--- src/rtl/button_event_ctrl.sv ---
// Multi-button front end: 2-flop sync, debounce, press/release/long-press detection,
// round-robin event scheduling into a first-word-fallthrough event FIFO.
module button_event_ctrl #(
    parameter int NUM_BUTTONS      = 4,
    parameter int DEBOUNCE_LIMIT   = 20,
    parameter int LONG_PRESS_LIMIT = 1000,
    parameter int FIFO_DEPTH       = 4
) (
    input  logic                           clk,
    input  logic                           rst_n,
    input  logic [NUM_BUTTONS-1:0]         btn_in,
    output logic [NUM_BUTTONS-1:0]         btn_state,
    output logic                           evt_valid,
    input  logic                           evt_ready,
    output logic [$clog2(NUM_BUTTONS)-1:0] evt_id,
    output logic [1:0]                     evt_type,
    output logic                           overflow,
    input  logic                           clr_overflow
);

    localparam int ID_W   = $clog2(NUM_BUTTONS);
    localparam int DB_W   = $clog2(DEBOUNCE_LIMIT);
    localparam int HOLD_W = $clog2(LONG_PRESS_LIMIT + 1);
    localparam int PTR_W  = $clog2(FIFO_DEPTH);
    localparam int CNT_W  = $clog2(FIFO_DEPTH + 1);

    typedef enum logic [1:0] {
        EVT_PRESS   = 2'b00,
        EVT_RELEASE = 2'b01,
        EVT_LONG    = 2'b10
    } evt_type_e;

    logic [NUM_BUTTONS-1:0] sync_q1;
    logic [NUM_BUTTONS-1:0] sync_s;
    logic [DB_W-1:0]        db_cnt   [NUM_BUTTONS];
    logic [HOLD_W-1:0]      hold_cnt [NUM_BUTTONS];

    logic [NUM_BUTTONS-1:0] db_flip;
    logic [NUM_BUTTONS-1:0] new_evt;
    evt_type_e              new_type [NUM_BUTTONS];

    logic [NUM_BUTTONS-1:0] pend_valid;
    evt_type_e              pend_type [NUM_BUTTONS];

    logic                   grant_valid;
    logic [ID_W-1:0]        grant_idx;
    logic [NUM_BUTTONS-1:0] grant_mask;
    logic [ID_W-1:0]        rr_ptr;
    logic                   drop_any;

    logic [ID_W-1:0]        fifo_id   [FIFO_DEPTH];
    evt_type_e              fifo_type [FIFO_DEPTH];
    logic [PTR_W-1:0]       wr_ptr;
    logic [PTR_W-1:0]       rd_ptr;
    logic [CNT_W-1:0]       fifo_cnt;
    logic                   push;
    logic                   pop;

    // Flip on the DEBOUNCE_LIMIT-th consecutive differing sample; a release that
    // coincides with the long-press threshold reports the RELEASE only.
    always_comb begin
        // NOTE: every combinational output gets a default first so no latch is inferred.
        db_flip = '0;
        new_evt = '0;
        for (int i = 0; i < NUM_BUTTONS; i++) begin
            new_type[i] = EVT_PRESS;
            db_flip[i]  = (sync_s[i] != btn_state[i]) &&
                          (db_cnt[i] == DB_W'(DEBOUNCE_LIMIT - 1));
            if (db_flip[i]) begin
                new_evt[i]  = 1'b1;
                new_type[i] = btn_state[i] ? EVT_RELEASE : EVT_PRESS;
            end else if (btn_state[i] && hold_cnt[i] == HOLD_W'(LONG_PRESS_LIMIT - 1)) begin
                new_evt[i]  = 1'b1;
                new_type[i] = EVT_LONG;
            end
        end
    end

    // NOTE: state registers use non-blocking assignments only, so every flop samples pre-edge values.
    always_ff @(posedge clk or negedge rst_n) begin
        if (!rst_n) begin
            sync_q1   <= '0;
            sync_s    <= '0;
            btn_state <= '0;
            for (int i = 0; i < NUM_BUTTONS; i++) begin
                db_cnt[i]   <= '0;
                hold_cnt[i] <= '0;
            end
        end else begin
            sync_q1 <= btn_in;
            sync_s  <= sync_q1;
            for (int i = 0; i < NUM_BUTTONS; i++) begin
                if (sync_s[i] == btn_state[i]) begin
                    db_cnt[i] <= '0;
                end else if (db_cnt[i] < DB_W'(DEBOUNCE_LIMIT - 1)) begin
                    db_cnt[i] <= db_cnt[i] + 1'b1;
                end else begin
                    btn_state[i] <= sync_s[i];
                    db_cnt[i]    <= '0;
                end
                if (!btn_state[i]) begin
                    hold_cnt[i] <= '0;
                end else if (hold_cnt[i] != HOLD_W'(LONG_PRESS_LIMIT)) begin
                    hold_cnt[i] <= hold_cnt[i] + 1'b1;
                end
            end
        end
    end

    // Round-robin search from rr_ptr upward; a full FIFO blocks grants even if popped this edge.
    always_comb begin
        int idx;
        idx         = 0;
        grant_valid = 1'b0;
        grant_idx   = '0;
        if (fifo_cnt != CNT_W'(FIFO_DEPTH)) begin
            for (int k = 0; k < NUM_BUTTONS; k++) begin
                idx = int'(rr_ptr) + k;
                if (idx >= NUM_BUTTONS) idx = idx - NUM_BUTTONS;
                if (!grant_valid && pend_valid[idx]) begin
                    grant_valid = 1'b1;
                    grant_idx   = ID_W'(idx);
                end
            end
        end
    end

    assign grant_mask = grant_valid ? (NUM_BUTTONS'(1) << grant_idx) : '0;
    assign drop_any   = |(new_evt & pend_valid & ~grant_mask);
    assign push       = grant_valid;
    assign pop        = evt_valid && evt_ready;

    always_ff @(posedge clk or negedge rst_n) begin
        if (!rst_n) begin
            pend_valid <= '0;
            rr_ptr     <= '0;
            overflow   <= 1'b0;
            for (int i = 0; i < NUM_BUTTONS; i++) pend_type[i] <= EVT_PRESS;
        end else begin
            for (int i = 0; i < NUM_BUTTONS; i++) begin
                if (new_evt[i]) begin
                    if (!pend_valid[i] || grant_mask[i]) begin
                        pend_valid[i] <= 1'b1;
                        pend_type[i]  <= new_type[i];
                    end
                end else if (grant_mask[i]) begin
                    pend_valid[i] <= 1'b0;
                end
            end
            if (grant_valid) begin
                rr_ptr <= (grant_idx == ID_W'(NUM_BUTTONS - 1)) ? '0 : grant_idx + 1'b1;
            end
            if (drop_any) begin
                overflow <= 1'b1;
            end else if (clr_overflow) begin
                overflow <= 1'b0;
            end
        end
    end

    // NOTE: FIFO storage is left unreset; only pointers/count are reset and the head is masked when empty.
    always_ff @(posedge clk) begin
        if (push) begin
            fifo_id[wr_ptr]   <= grant_idx;
            fifo_type[wr_ptr] <= pend_type[grant_idx];
        end
    end

    always_ff @(posedge clk or negedge rst_n) begin
        if (!rst_n) begin
            wr_ptr   <= '0;
            rd_ptr   <= '0;
            fifo_cnt <= '0;
        end else begin
            if (push) wr_ptr <= wr_ptr + 1'b1;
            if (pop)  rd_ptr <= rd_ptr + 1'b1;
            case ({push, pop})
                2'b10:   fifo_cnt <= fifo_cnt + 1'b1;
                2'b01:   fifo_cnt <= fifo_cnt - 1'b1;
                default: fifo_cnt <= fifo_cnt;
            endcase
        end
    end

    assign evt_valid = (fifo_cnt != '0);
    assign evt_id    = evt_valid ? fifo_id[rd_ptr] : '0;
    assign evt_type  = evt_valid ? fifo_type[rd_ptr] : EVT_PRESS;

endmodule
--- config.mk ---
export PLATFORM = sky130hd
export DESIGN_NAME = button_event_ctrl
export DESIGN_NICKNAME = d
export VERILOG_FILES = /design/src/rtl/button_event_ctrl.sv
export SDC_FILE = /design/constraint.sdc
export NUM_CORES = 1
export LEC_CHECK = 0
export ABC_AREA = 1
export CAP_MARGIN = 0
export CORE_AREA = 2 2 114 116
export CTS_BUF_LIST = sky130_fd_sc_hd__clkbuf_8 sky130_fd_sc_hd__clkbuf_16
export CTS_CLUSTER_SIZE = 20
export DETAILED_ROUTE_END_ITERATION = 10
export DIE_AREA = 0 0 116 118
export PLACE_DENSITY = 0.67
export SKIP_LAST_GASP = 1
export SYNTH_ARGS = -nofsm -noshare
export SYNTH_HDL_FRONTEND = slang
export SYNTH_SLANG_ARGS = --single-unit
--- constraint.sdc ---
create_clock -name clk -period 3.25 [get_ports clk]
set_clock_uncertainty 0.05 [all_clocks]
set_input_delay 0.325 -clock clk [delete_from_list [all_inputs] [get_ports clk]]
set_output_delay 0.325 -clock clk [all_outputs]
set_load 0.1 [all_outputs]
**Yosys cells after proc, flatten, opt, wreduce, memory -nomap -nowiden**

Memories as Yosys holds them, arrays and structs flattened.
Cells that the tools add are included.

- Add/subtract/negate cells: 20
- Magnitude comparators: 13
- Equality and inequality tests: 32
- Shifts and indexed selects: 1
- Multiplexer cells: 93
- Bitwise gates (word level): 12
- Reduce and logical (&&, ||, !) cells: 43

Operator list:

| cell | count |
|---|---|
| $mux 32 | 8 |
| $lt 32x4->1 const B | 4 |
| $mux 10 | 8 |
| $mux 1 | 44 |
| $add 10x1->10 const B | 4 |
| $eq 10x10->1 const B | 4 |
| $mux 5 | 8 |
| $ne 10x10->1 const B | 4 |
| $mux 2 | 18 |
| $reduce_and 2->1 | 12 |
| $add 5x1->5 const B | 4 |
| $eq 5x5->1 const B | 4 |
| $lt 5x5->1 const B | 4 |
| $ne 2x1->1 const B | 8 |
| $ge 3x3->1 const B | 4 |
| $logic_and 1x1->1 | 12 |
| $reduce_bool 2->1 | 6 |
| $sub 3x3->4 const B | 3 |
| $and 4x4->4 | 2 |
| $bmux 1 s2 | 4 |
| $not 1->1 | 8 |
| $logic_not 1->1 | 7 |
| $add 2x1->2 const B | 3 |
| $add 2x2->3 const B | 2 |
| other kinds (19) | 29 |

- Register bits after elaboration: 94
- Bits in writable memories: 16
- Output and inout bits: 10
- Word-level logic and storage cells: 243
- Memories kept: 2

Memories:

| memory | depth | bits a word | rd ports | clocked after Yosys merged registers in | wr ports | line | text |
|---|---|---|---|---|---|---|---|
| fifo_id | 4 | 2 | 1 | 0 | 1 | 51 | `logic [ID_W-1:0] fifo_id [FIFO_DEPTH];` |
| fifo_type | 4 | 2 | 1 | 0 | 1 | 52 | `evt_type_e fifo_type [FIFO_DEPTH];` |

**Longest topological paths before layout**

- Depth in word-level cells: 26
- Mapped depth: 18
- Gate-level depth less buffers: 17

**Worst setup path after synthesis**

No wires, ideal clock.

- Path type: flip-flop to output port
- Start: reg rd_ptr[0]
- End: out evt_id[0]
- Arrival: 2278 ps
- Required time: 2875 ps
- Slack: 597 ps
- Cell stages (with the launch flop): 6
- Buffers on the path: 1
- Path through: dfrtp_1 clkbuf_1 nor2_1 nor2_1 o21ai_0 a21oi_1

- Longest elaborated chain between the ends: 2

RTL lines:

| element | line | text |
|---|---|---|
| start: declaration | 54 | `logic [PTR_W-1:0] rd_ptr;` |
| start signal: assignment | 176 | `if (pop) rd_ptr <= rd_ptr + 1'b1;` |
| $mem_v2 4x2 | - |  |
| $mux 2 | 186 | `assign evt_id = evt_valid ? fifo_id[rd_ptr] : '0;` |
| end: declaration | 15 | `output logic [$clog2(NUM_BUTTONS)-1:0] evt_id,` |

No other way between the ends.

**Worst setup path after layout**

- Start: reg rr_ptr[0]
- End: reg fifo_cnt[2]

- Longest elaborated chain between the ends: 22

RTL lines:

| element | line | text |
|---|---|---|
| start: declaration | 48 | `logic [ID_W-1:0] rr_ptr;` |
| start signal: assignment | 151 | `rr_ptr <= (grant_idx == ID_W'(NUM_BUTTONS - 1)) ? '0 : grant_idx + 1'b1;` |
| $sub 2x3->4 or $ge 2x3->1 (tied branches) | 119 | `if (idx >= NUM_BUTTONS) idx = idx - NUM_BUTTONS;` |
| $mux 32 | 119 |  |
| $mux 32 | 116 | `if (fifo_cnt != CNT_W'(FIFO_DEPTH)) begin` |
| $bmux 1 s2 | 120 | `if (!grant_valid && pend_valid[idx]) begin` |
| $mux 1 (not written as such) (2 in series) | 120 |  |
| $mux 1 | 120 |  |
| $mux 1 | 116 |  |
| $logic_not 1->1 | 120 |  |
| [... 5 more ...] | - |  |
| $mux 1 | 120 |  |
| $mux 1 | 116 |  |
| $logic_not 1->1 | 120 |  |
| $logic_and 1x1->1 | 120 |  |
| $mux 1 * | 120 |  |
| $mux 1 * | 116 |  |
| $eq 2x1->1 or $eq 2x2->1 (tied branches) | 177 | `case ({push, pop})` |
| $pmux 3 s2 or $reduce_bool 2->1 (tied branches) | - |  |
| end signal: assignment | 178 | `2'b10: fifo_cnt <= fifo_cnt + 1'b1;` |
| end signal: assignment | 179 | `2'b01: fifo_cnt <= fifo_cnt - 1'b1;` |
| end signal: assignment | 180 | `default: fifo_cnt <= fifo_cnt;` |
| end: declaration | 55 | `logic [CNT_W-1:0] fifo_cnt;` |

Every way passes the cells marked *; elsewhere a longest branch is shown, timed or not. The select of a mux whose other input is x is not followed.
A chain may end at the register's enable or synchronous reset.

==> results.toml <==
[final_layout]
area_growth_pct = 12.16
antenna_cells = 0
layout.nets = 693
drive_gt1_share_pct = 6.886
utilization_pct = 49.66

[power]
p_int_mw = 2.761
power_frac_seq_pct = 38.3
p_leak_nw = 2.832
p_sw_share_pct = 39.87
switching_power_mw = 1.831
clockPowerShare_pct = 25.6
pwr-share-comb_pct = 36.2
powerDensity_nw_per_um2 = 744.8
peakVddDrop_mv = 0.2993

[routing]
first_iter_violations = 286
viasPerCell = 4.890
wl_per_cell_um = 11.44
ant_nets = 0
routed_wl_mm = 9.613
vias = 4108
drcViolationCount = 0
firstDrtPassIters = 7

[setup_path]
reg2reg_depth = 12
crit_type = "register to register"
reg2reg_from = "rr_ptr[0]"
crit_chain = "nand2_1 -> nand3_1 -> nand2_2 -> nor2_4 -> nand3_4 -> nand2_4 -> ha_1 -> inv_1 -> fa_1 -> a21oi_1 -> o21ai_0 -> xnor2_1"
cp_num_cells = 12
critical_path.top_delay_family = "simple AND/OR/NAND/NOR gates"
r2r_setup_slack_ps = 700
critPathMaxStageDelay_ps = 600
r2r-end = "fifo_cnt[2]"
endpoint_kind = "register"
cp_slowest_cell = "dfrtp_1"
critPathRequiredTime_ps = 3440
startpoint_type = "register"
path_max_fanout = 11
arrival_ps = 2730
crit_buf_inv = 1

[logic_synthesis]
yosys.area_share.simple_pct = 24.88
synth_top_area_share_pct = 42.80
synthFlopType = "dfrtp_1"
synth.distinct_cells = 34
netlist_instances = 638
synth_area_um2 = 5497
synth_area_per_cell_um2 = 8.615
synth-seq-cells = 110
synth_commonest_cells = "nand2_1 (121), dfrtp_1 (94), nor2_1 (87), inv_1 (84), nand3_1 (51)"
synth_fp_nets = 668
synth_fa_ha_area_share_pct = 5.145
synth_enable_flop_cells = 16
async_flop_share_pct = 85.45
yosysMostFrequentCell = "nand2_1"
synth_seq_area_share_pct = 51.54
muxShareOfSynthArea_pct = 0
synth_top_family_by_area = "simple AND/OR/NAND/NOR gates"
yosysWarnings = 0
synth-xor-area-share_pct = 4.462
synth.largest_area_cell = "dfrtp_1"
synth-compound-area-share_pct = 6.966
yosys-top-cells-area = "dfrtp_1 (43%), edfxtp_1 (8.7%), nand2_1 (8.3%), nor2_1 (5.9%), inv_1 (5.7%)"

[global_routing]
grt_pass1_wl_mm = 16.95
grt_pass1_vias = 3899
grt_max_degree = 44
antenna_found_initial = 0
grt_overflow_total = 0
grt_usage_pct = 15.26

[clock_tree]
clk_path_buf_depth = 2
cts_setup_buffers = 0
numCtsBuffers = 9
insertion_delay_ps = 350
h-tree-depth = 3
root_buffer = "clkbuf_16"
clkTransAtPathRegs_ps = 70
clock_sinks = 110
cts_tree = "done"
post_cts_resized = 0
hold_buffers = 1

[die]
die_h_um = 118
rows = 41
die_area_um2 = 13690
num_io_pins = 18
die_w_um = 116
core_area_um2 = 12410
start_util_pct = 44.28

[flow_run]
maxCapViolCount = 0

[timing]
post-route-period-util_pct = 78.35
rsz0062_at_grt = "no"
fin_tns_setup_ps = 0
slew_viol_final = 0
max_freq_mhz = 392.7
setup_viol_count_final = 0
hold_violations = 0
maxSlewHeadroom_pct = 35.59
tightest_slew_ps = 963.1
period_needed_ps = 2546

[placed_design]
gp_congestion = 0.8326
dp_hpwl_mm = 7.075
portBuffers = 17

[min_path]
hold_depth = 0
min_to = "sync_s[3]"
hp-class = "register to register"
worstHoldStart = "sync_q1[3]"

[run_status]
status = "finished clean"
[area by class of cell]
type,count,area (um2)
fill,1163,6250
clock inverter,5,62.56
multi-input combinational,433,2278
clock buffer,11,264.0
inverter,89,341.6
tap,172,215.2
timing repair buffer,20,170.2
sequential,110,2833
[through the flow]
stage / hold WS, ps / total power [mW] / std cells / setup slack (ps) / cell area [um2]
final: 300.8 / 4.592 / 840 / 703.8 / 6165
after global routing: 310.8 / 4.896 / 840 / 435.2 / 6165
after floorplan: -20.59 / 3.146 / 638 / 597.3 / 5497
after CTS: 302.4 / 4.639 / 840 / 704.0 / 6165
after detailed placement: 284.7 / 3.447 / 823 / 711.7 / 5828
after global placement: 282.3 / 3.409 / 823 / 785.1 / 5828
[registers in the layout, summed over array words and instances, names as in the netlist]
register / flops
db_cnt: 20
pend_valid: 4
fifo_type: 8
fifo_id: 8
rd_ptr: 2
hold_cnt: 40
rr_ptr: 2
pend_type: 8
sync_q1: 4
sync_s: 4
wr_ptr: 2
overflow: 1
btn_state: 4
fifo_cnt: 3
[cell usage in the layout (no fill, tap or decap), types with 4 or more instances in the layout]
cell type	Yosys	routed
a21oi_1	27	27
buf_4	0	12
clkbuf_16	0	10
clkdlybuf4s50_1	0	7
dfrtp_1	94	94
edfxtp_1	16	16
ha_1	21	21
inv_1	84	84
nand2_1	121	121
nand2_2	6	6
nand3_1	51	51
nand4_1	7	7
nor2_1	87	87
nor3_1	18	18
nor3b_1	4	4
nor4_1	5	5
o21ai_0	41	41
xnor2_1	12	12
xor2_1	16	16
[worst max path at each step]
stage | endpoint | start
after floorplan | evt_id[0] | rd_ptr[0]
after global placement | fifo_cnt[2] | rr_ptr[0]
after global routing | pend_type[5] | rr_ptr[0]
after CTS | fifo_cnt[2] | rr_ptr[0]
after detailed placement | fifo_cnt[2] | rr_ptr[0]
final | fifo_cnt[2] | rr_ptr[0]
[layer usage]
layer  up-vias  GRT usage [%]  share of wire (%)
li1       2100              -                  -
met1      1921          19.30                 47
met2        74          25.40                 48
met3        13          3.244                3.6
met4         0          5.878                1.8
met5         -              0                  0
[kinds of logic (layout without fill, tap and decap cells)]
family | count (synthesis) | in the layout
DFF | 110 | 110
adders and majority gates | 22 | 22
buffers and inverters | 95 | 125
and+or+nand+nor | 310 | 310
AOI/OAI and AO/OA | 73 | 73
xor gates and xnor gates | 28 | 28
[power by group through the flow]
stage          clock network (mW)  registers (mW)  logic [mW]
6_report                     1.17            1.76        1.66
5_1_grt                      1.26            1.78        1.86
4_1_cts                      1.21            1.76        1.67
3_5_place_dp                    0            1.79        1.66
3_3_place_gp                    0            1.78        1.63
2_1_floorplan                   0            1.73        1.42
[worst register-to-register path, cell delays in order, from the launching register on]
cell and delay (ps):
dfrtp_1 600, nand2_1 140, nand3_1 150, nand2_2 90, nor2_4 160, nand3_4 110, nand2_4 150, ha_1 170
inv_1 70, fa_1 380, a21oi_1 140, o21ai_0 110, xnor2_1 140
Note: power is estimated with default switching activity, not from simulation.
==> edit 1 (same flow settings) <==
`LONG_PRESS_LIMIT`: 1000 -> 500.
--- a/src/rtl/button_event_ctrl.sv
+++ b/src/rtl/button_event_ctrl.sv
@@ -5,3 +5,3 @@
     parameter int DEBOUNCE_LIMIT   = 20,
-    parameter int LONG_PRESS_LIMIT = 1000,
+    parameter int LONG_PRESS_LIMIT = 500,
     parameter int FIFO_DEPTH       = 4
Function: same outputs for any inputs over 10 cycles, from zero or initial values and one cycle with rst_n low; that may be too few to reach the edited logic, so the function may still have changed.
==> edit 1 against the original RTL <==
  * Worst setup slack worse by 94 ps
  * Clock power is 14% lower
  * Routed wire length is 6.1% lower
  * Final area is 2.4% lower
  * Largest power group is now combinational logic
  * Maximum frequency is 3.6% lower
  * Non-clock buffer count is 1 lower
  * Critical path type unchanged
  * Final cell count is 2.9% lower
  * Power is 3.2% lower
  * Area after synthesis is 1.8% lower
  * Sequential cell count is 4 lower
  * Hold slack worse by 280 ps
==> edit 1: results (changes against the original RTL) <==
FF-to-FF setup slack: 610 ps (was 700 ps)
Leak: 2.766 nW (was 2.832 nW)
H-tree levels: 3 (unchanged)
Tmin final: 2641 ps (was 2546 ps)
Gpl congestion: 0.8721 (was 0.8326)
Syn_nets: 646 (was 668)
Met2 wire length: 4.152 mm (was 4.617 mm)
Vias in the first global route: 3,816 (was 3,899)
Nets: 671 (was 693)
Biggest regs: hold_cnt x36, db_cnt x20 (was hold_cnt x40, db_cnt x20)
Initial detailed-routing violation count: 174 (was 286)
Layout fillers: 1,206 (was 1,163)
Crit-path max FO: 10 (was 11)
PortBufs: 17 (unchanged)
Largest net degree at the start of global routing: 70 (was 44)
Distinct cells, synth: 39 (was 34)
Pre-CTS setup slack: 648.6 ps (was 711.7 ps)
Top post-synthesis cells by area: dfrtp_1 42%, edfxtp_1 8.9%, nand2_1 7.2%, inv_1 6.0%, nor2_1 5.8% (was dfrtp_1 43%, edfxtp_1 8.7%, nand2_1 8.3%, nor2_1 5.9%, inv_1 5.7%)
Worst EP arrival: 2820 ps (was 2730 ps)
Post-synth top cells: 104 x nand2_1, 90 x dfrtp_1, 86 x inv_1 (was 121 x nand2_1, 94 x dfrtp_1, 87 x nor2_1)
First-pass GRT wire length: 16.45 mm (was 16.95 mm)
VDD IR max: 0.3145 mV (was 0.2993 mV)
Clk buf depth: 2 (unchanged)
DP Area: 5748 sq um (was 5828 sq um)
Share of layout cells above drive strength 1: 9.317% (was 6.886%)
Run status: complete, no violations (unchanged)
Total global-route track usage: 14.80% (was 15.26%)
Sequential area share after synthesis: 50.60% (was 51.54%)
Pre-antenna DRT Iters: 4 (was 7)
Vias: 3,925 (was 4,108)
Ys async rst share: 84.91% (was 85.45%)
Initial antenna violation count: 0 (unchanged)
Post-CTS sizing: 0 (unchanged)
Hold Path Class: in2async (was reg2reg)
Hold Buf Count CTS: 0 (was 1)
Metal-1 WL: 4.403 mm (was 4.475 mm)
Drt total wl: 9.024 mm (was 9.613 mm)
Post-DP HPWL: 6.620 mm (was 7.075 mm)
Wire length on met3: 297 um (was 347 um)
Worst Max-Slew Pin Slew: 960.5 ps (was 963.1 ps)
-- edit 1: metal layers --
metal,track usage [%],vias to the layer above
met5,0,-
met4,6.250,0
met2,24.42,62
met3,2.472,13
li1,-,2030
met1,19.10,1820
-- edit 1: report_power, final --
| part | total (W) | internal [W] | switching, W |
|---|---|---|---|
| registers | 0.00168 | 0.00157 | 0.000115 |
| logic | 0.00175 | 0.000499 | 0.00125 |
| clock network | 0.00101 | 0.000552 | 0.000456 |
-- edit 1: layout make-up --
cell class                 count  area, sq um  share of cell area, %
inverter                      92        360.3                  5.986
multi-input combinational    413         2280                  37.87
timing repair buffer          19        160.2                  2.661
clock buffer                  10        250.2                  4.157
sequential                   106         2733                  45.40
tap                          172        215.2                  3.575
clock inverter                 4        21.27                 0.3534
-- edit 1: through the flow --
step / instances / hold slack, ps / utilization (%)
2_1_floorplan: 616 / -20.59 / -
4_1_cts: 816 / 79.36 / 48.49
3_3_place_gp: 802 / 282.7 / 46.30
3_5_place_dp: 802 / 285.5 / 46.30
5_1_grt: 816 / 122.5 / 48.49
6_report: 816 / 23.30 / 48.49
-- edit 1: worst min path at each step --
| stage | end | start | slack (ps) |
|---|---|---|---|
| after global routing | hold_cnt[27] | rst_n | 120 |
| final | hold_cnt[27] | rst_n | 20 |
| after detailed placement | sync_s[1] | sync_q1[1] | 290 |
| after floorplan | btn_state[0] | rst_n | -20 |
| after CTS | hold_cnt[27] | rst_n | 80 |
| after global placement | sync_s[2] | sync_q1[2] | 280 |
-- edit 1: cells by family after synthesis --
| family | count (synthesis) | share of synthesized area, % |
|---|---|---|
| xor+xnor | 25 | 4.055 |
| buf+inv | 97 | 7.182 |
| compound gates | 75 | 7.600 |
| flops | 106 | 50.60 |
| simple gates | 291 | 25.32 |
| fa+ha+maj | 22 | 5.236 |
==> edit 2 (same settings) <==
Made on the original files. Reset style: synchronous (`rst_n`), changed in 3 clocked blocks.
--- a/src/rtl/button_event_ctrl.sv
+++ b/src/rtl/button_event_ctrl.sv
@@ -79,3 +79,3 @@
     // NOTE: state registers use non-blocking assignments only, so every flop samples pre-edge values.
-    always_ff @(posedge clk or negedge rst_n) begin
+    always_ff @(posedge clk) begin
         if (!rst_n) begin
@@ -132,3 +132,3 @@
 
-    always_ff @(posedge clk or negedge rst_n) begin
+    always_ff @(posedge clk) begin
         if (!rst_n) begin
@@ -168,3 +168,3 @@
 
-    always_ff @(posedge clk or negedge rst_n) begin
+    always_ff @(posedge clk) begin
         if (!rst_n) begin
Function: no difference found for any inputs over 10 cycles, from zero or initial values and one cycle with rst_n low; that may be too few to reach the edited logic, so the function may still have changed.
==> edit 2 against the original RTL <==
  * Sequential cell count grew 2
  * Worst setup slack worse by 190 ps
  * Routed wire length is 3.7% higher
  * Power decreased by 7.5%
  * Area after synthesis rose by 5.7%
  * Final cell count grew 4.4%
  * Clock power fell by 8%
  * Largest power group unchanged
  * Final area rose by 5.9%
  * Largest cell class unchanged
==> edit 2: results (changes against the original RTL) <==
Crit-path max FO: 9 (was 11)
Vias: 4,290 (was 4,108)
Depth of the worst register-to-register path: 13 (was 12)
Initial detailed-routing violation count: 140 (was 286)
Met2 Resource Use GR: 26.90% (was 25.40%)
Share of layout cells above drive strength 1: 6.809% (was 6.886%)
Met2 wire length: 4.833 mm (was 4.617 mm)
Placed cells: 861 (was 823)
FF-to-FF setup slack: 510 ps (was 700 ps)
Yosys Warn Count: 0 (unchanged)
Hold depth: 2 (was 0)
Layout fillers: 1,148 (was 1,163)
Period utilization: 84.27% (was 78.35%)
Total global-route track usage: 15.93% (was 15.26%)
Worst Max-Slew Pin Slew: 973.0 ps (was 963.1 ps)
N_diodes: 0 (unchanged)
Gpl congestion: 0.8245 (was 0.8326)
Pre-CTS setup slack: 530.9 ps (was 711.7 ps)
Distinct cells, synth: 36 (was 34)
Worst setup path end: pend_type[2][1] (was fifo_cnt[2])
Worst path max stage delay: 560 ps (was 600 ps)
Slowest cell on the critical path: dfxtp_1 (was dfrtp_1)
Nets: 730 (was 693)
Met3 Use GR: 3.141% (was 3.244%)
Hold Buf Count CTS: 0 (was 1)
DP Area: 6240 sq um (was 5828 sq um)
Fin cells: 877 (was 840)
Largest net degree at the start of global routing: 18 (was 44)
Metal-1 WL: 4.583 mm (was 4.475 mm)
Wire length on met3: 307 um (was 347 um)
Worst r2r src: rr_ptr[0] (unchanged)
Pre-antenna DRT Iters: 4 (was 7)
Run status: complete, no violations (unchanged)
Ys async rst share: 0% (was 85.45%)
Sequential area share after synthesis: 53.08% (was 51.54%)
Synth Area in Compound Gates: 6.118% (was 6.966%)
GR Layer Usage met1: 19.47% (was 19.30%)
Routed length per instance: 11.36 um (was 11.44 um)
Leak: 2.684 nW (was 2.832 nW)
Syn_area_per_cell: 8.840 sq um (was 8.615 sq um)
Top post-synthesis cells by area: edfxtp_1 43%, dfxtp_1 9.7%, nand2_1 8.7%, inv_1 5.9%, nor2_1 5.3% (was dfrtp_1 43%, edfxtp_1 8.7%, nand2_1 8.3%, nor2_1 5.9%, inv_1 5.7%)
Number of synthesized flops with an enable pin: 84 (was 16)
First-pass GRT wire length: 17.58 mm (was 16.95 mm)
Vias in the first global route: 4,111 (was 3,899)
Reg2reg end: pend_type[2][1] (was fifo_cnt[2])
Worst Hold End: sync_s[1] (was sync_s[3])
Post-synth top cells: 135 x nand2_1, 92 x inv_1, 84 x edfxtp_1 (was 121 x nand2_1, 94 x dfrtp_1, 87 x nor2_1)
Worst hold start: sync_q1[1] (was sync_q1[3])
Synthesized-area fraction occupied by xor and xnor cells: 2.564% (was 4.462%)
Crit end category: register (unchanged)
Final hold slack: 362.6 ps (was 300.8 ps)
Post-DP HPWL: 7.275 mm (was 7.075 mm)
VDD IR max: 0.2600 mV (was 0.2993 mV)
Clk buf depth: 2 (unchanged)
[edit 2: cell count changes after synthesis, sizes merged, moves of 6 or more]
cell / before / now
inv: 88 / 96
nand3: 52 / 46
dfxtp: 0 / 28
edfxtp: 16 / 84
xnor2: 12 / 6
or2: 2 / 11
dfrtp: 94 / 0
a21oi: 27 / 36
o21ai: 42 / 24
nor2: 89 / 83
nor3: 18 / 29
nand2: 129 / 145
[edit 2: cell type report]
type	instances	area [sq um]	share of cell area, %
clock buffers	11	264.0	4.042
clock inverters	5	27.53	0.4215
well taps	172	215.2	3.295
multi-input cells	462	2391	36.61
flip-flops and latches	112	3083	47.20
inverters	96	375.4	5.747
repair buffers	19	175.2	2.682
[edit 2: report_power, final]
| part | switching, W | total [W] | internal, W |
|---|---|---|---|
| Combinational | 0.00102 | 0.00138 | 0.000358 |
| Clock | 0.000495 | 0.00108 | 0.000583 |
| Sequential | 0.0000876 | 0.00179 | 0.00170 |
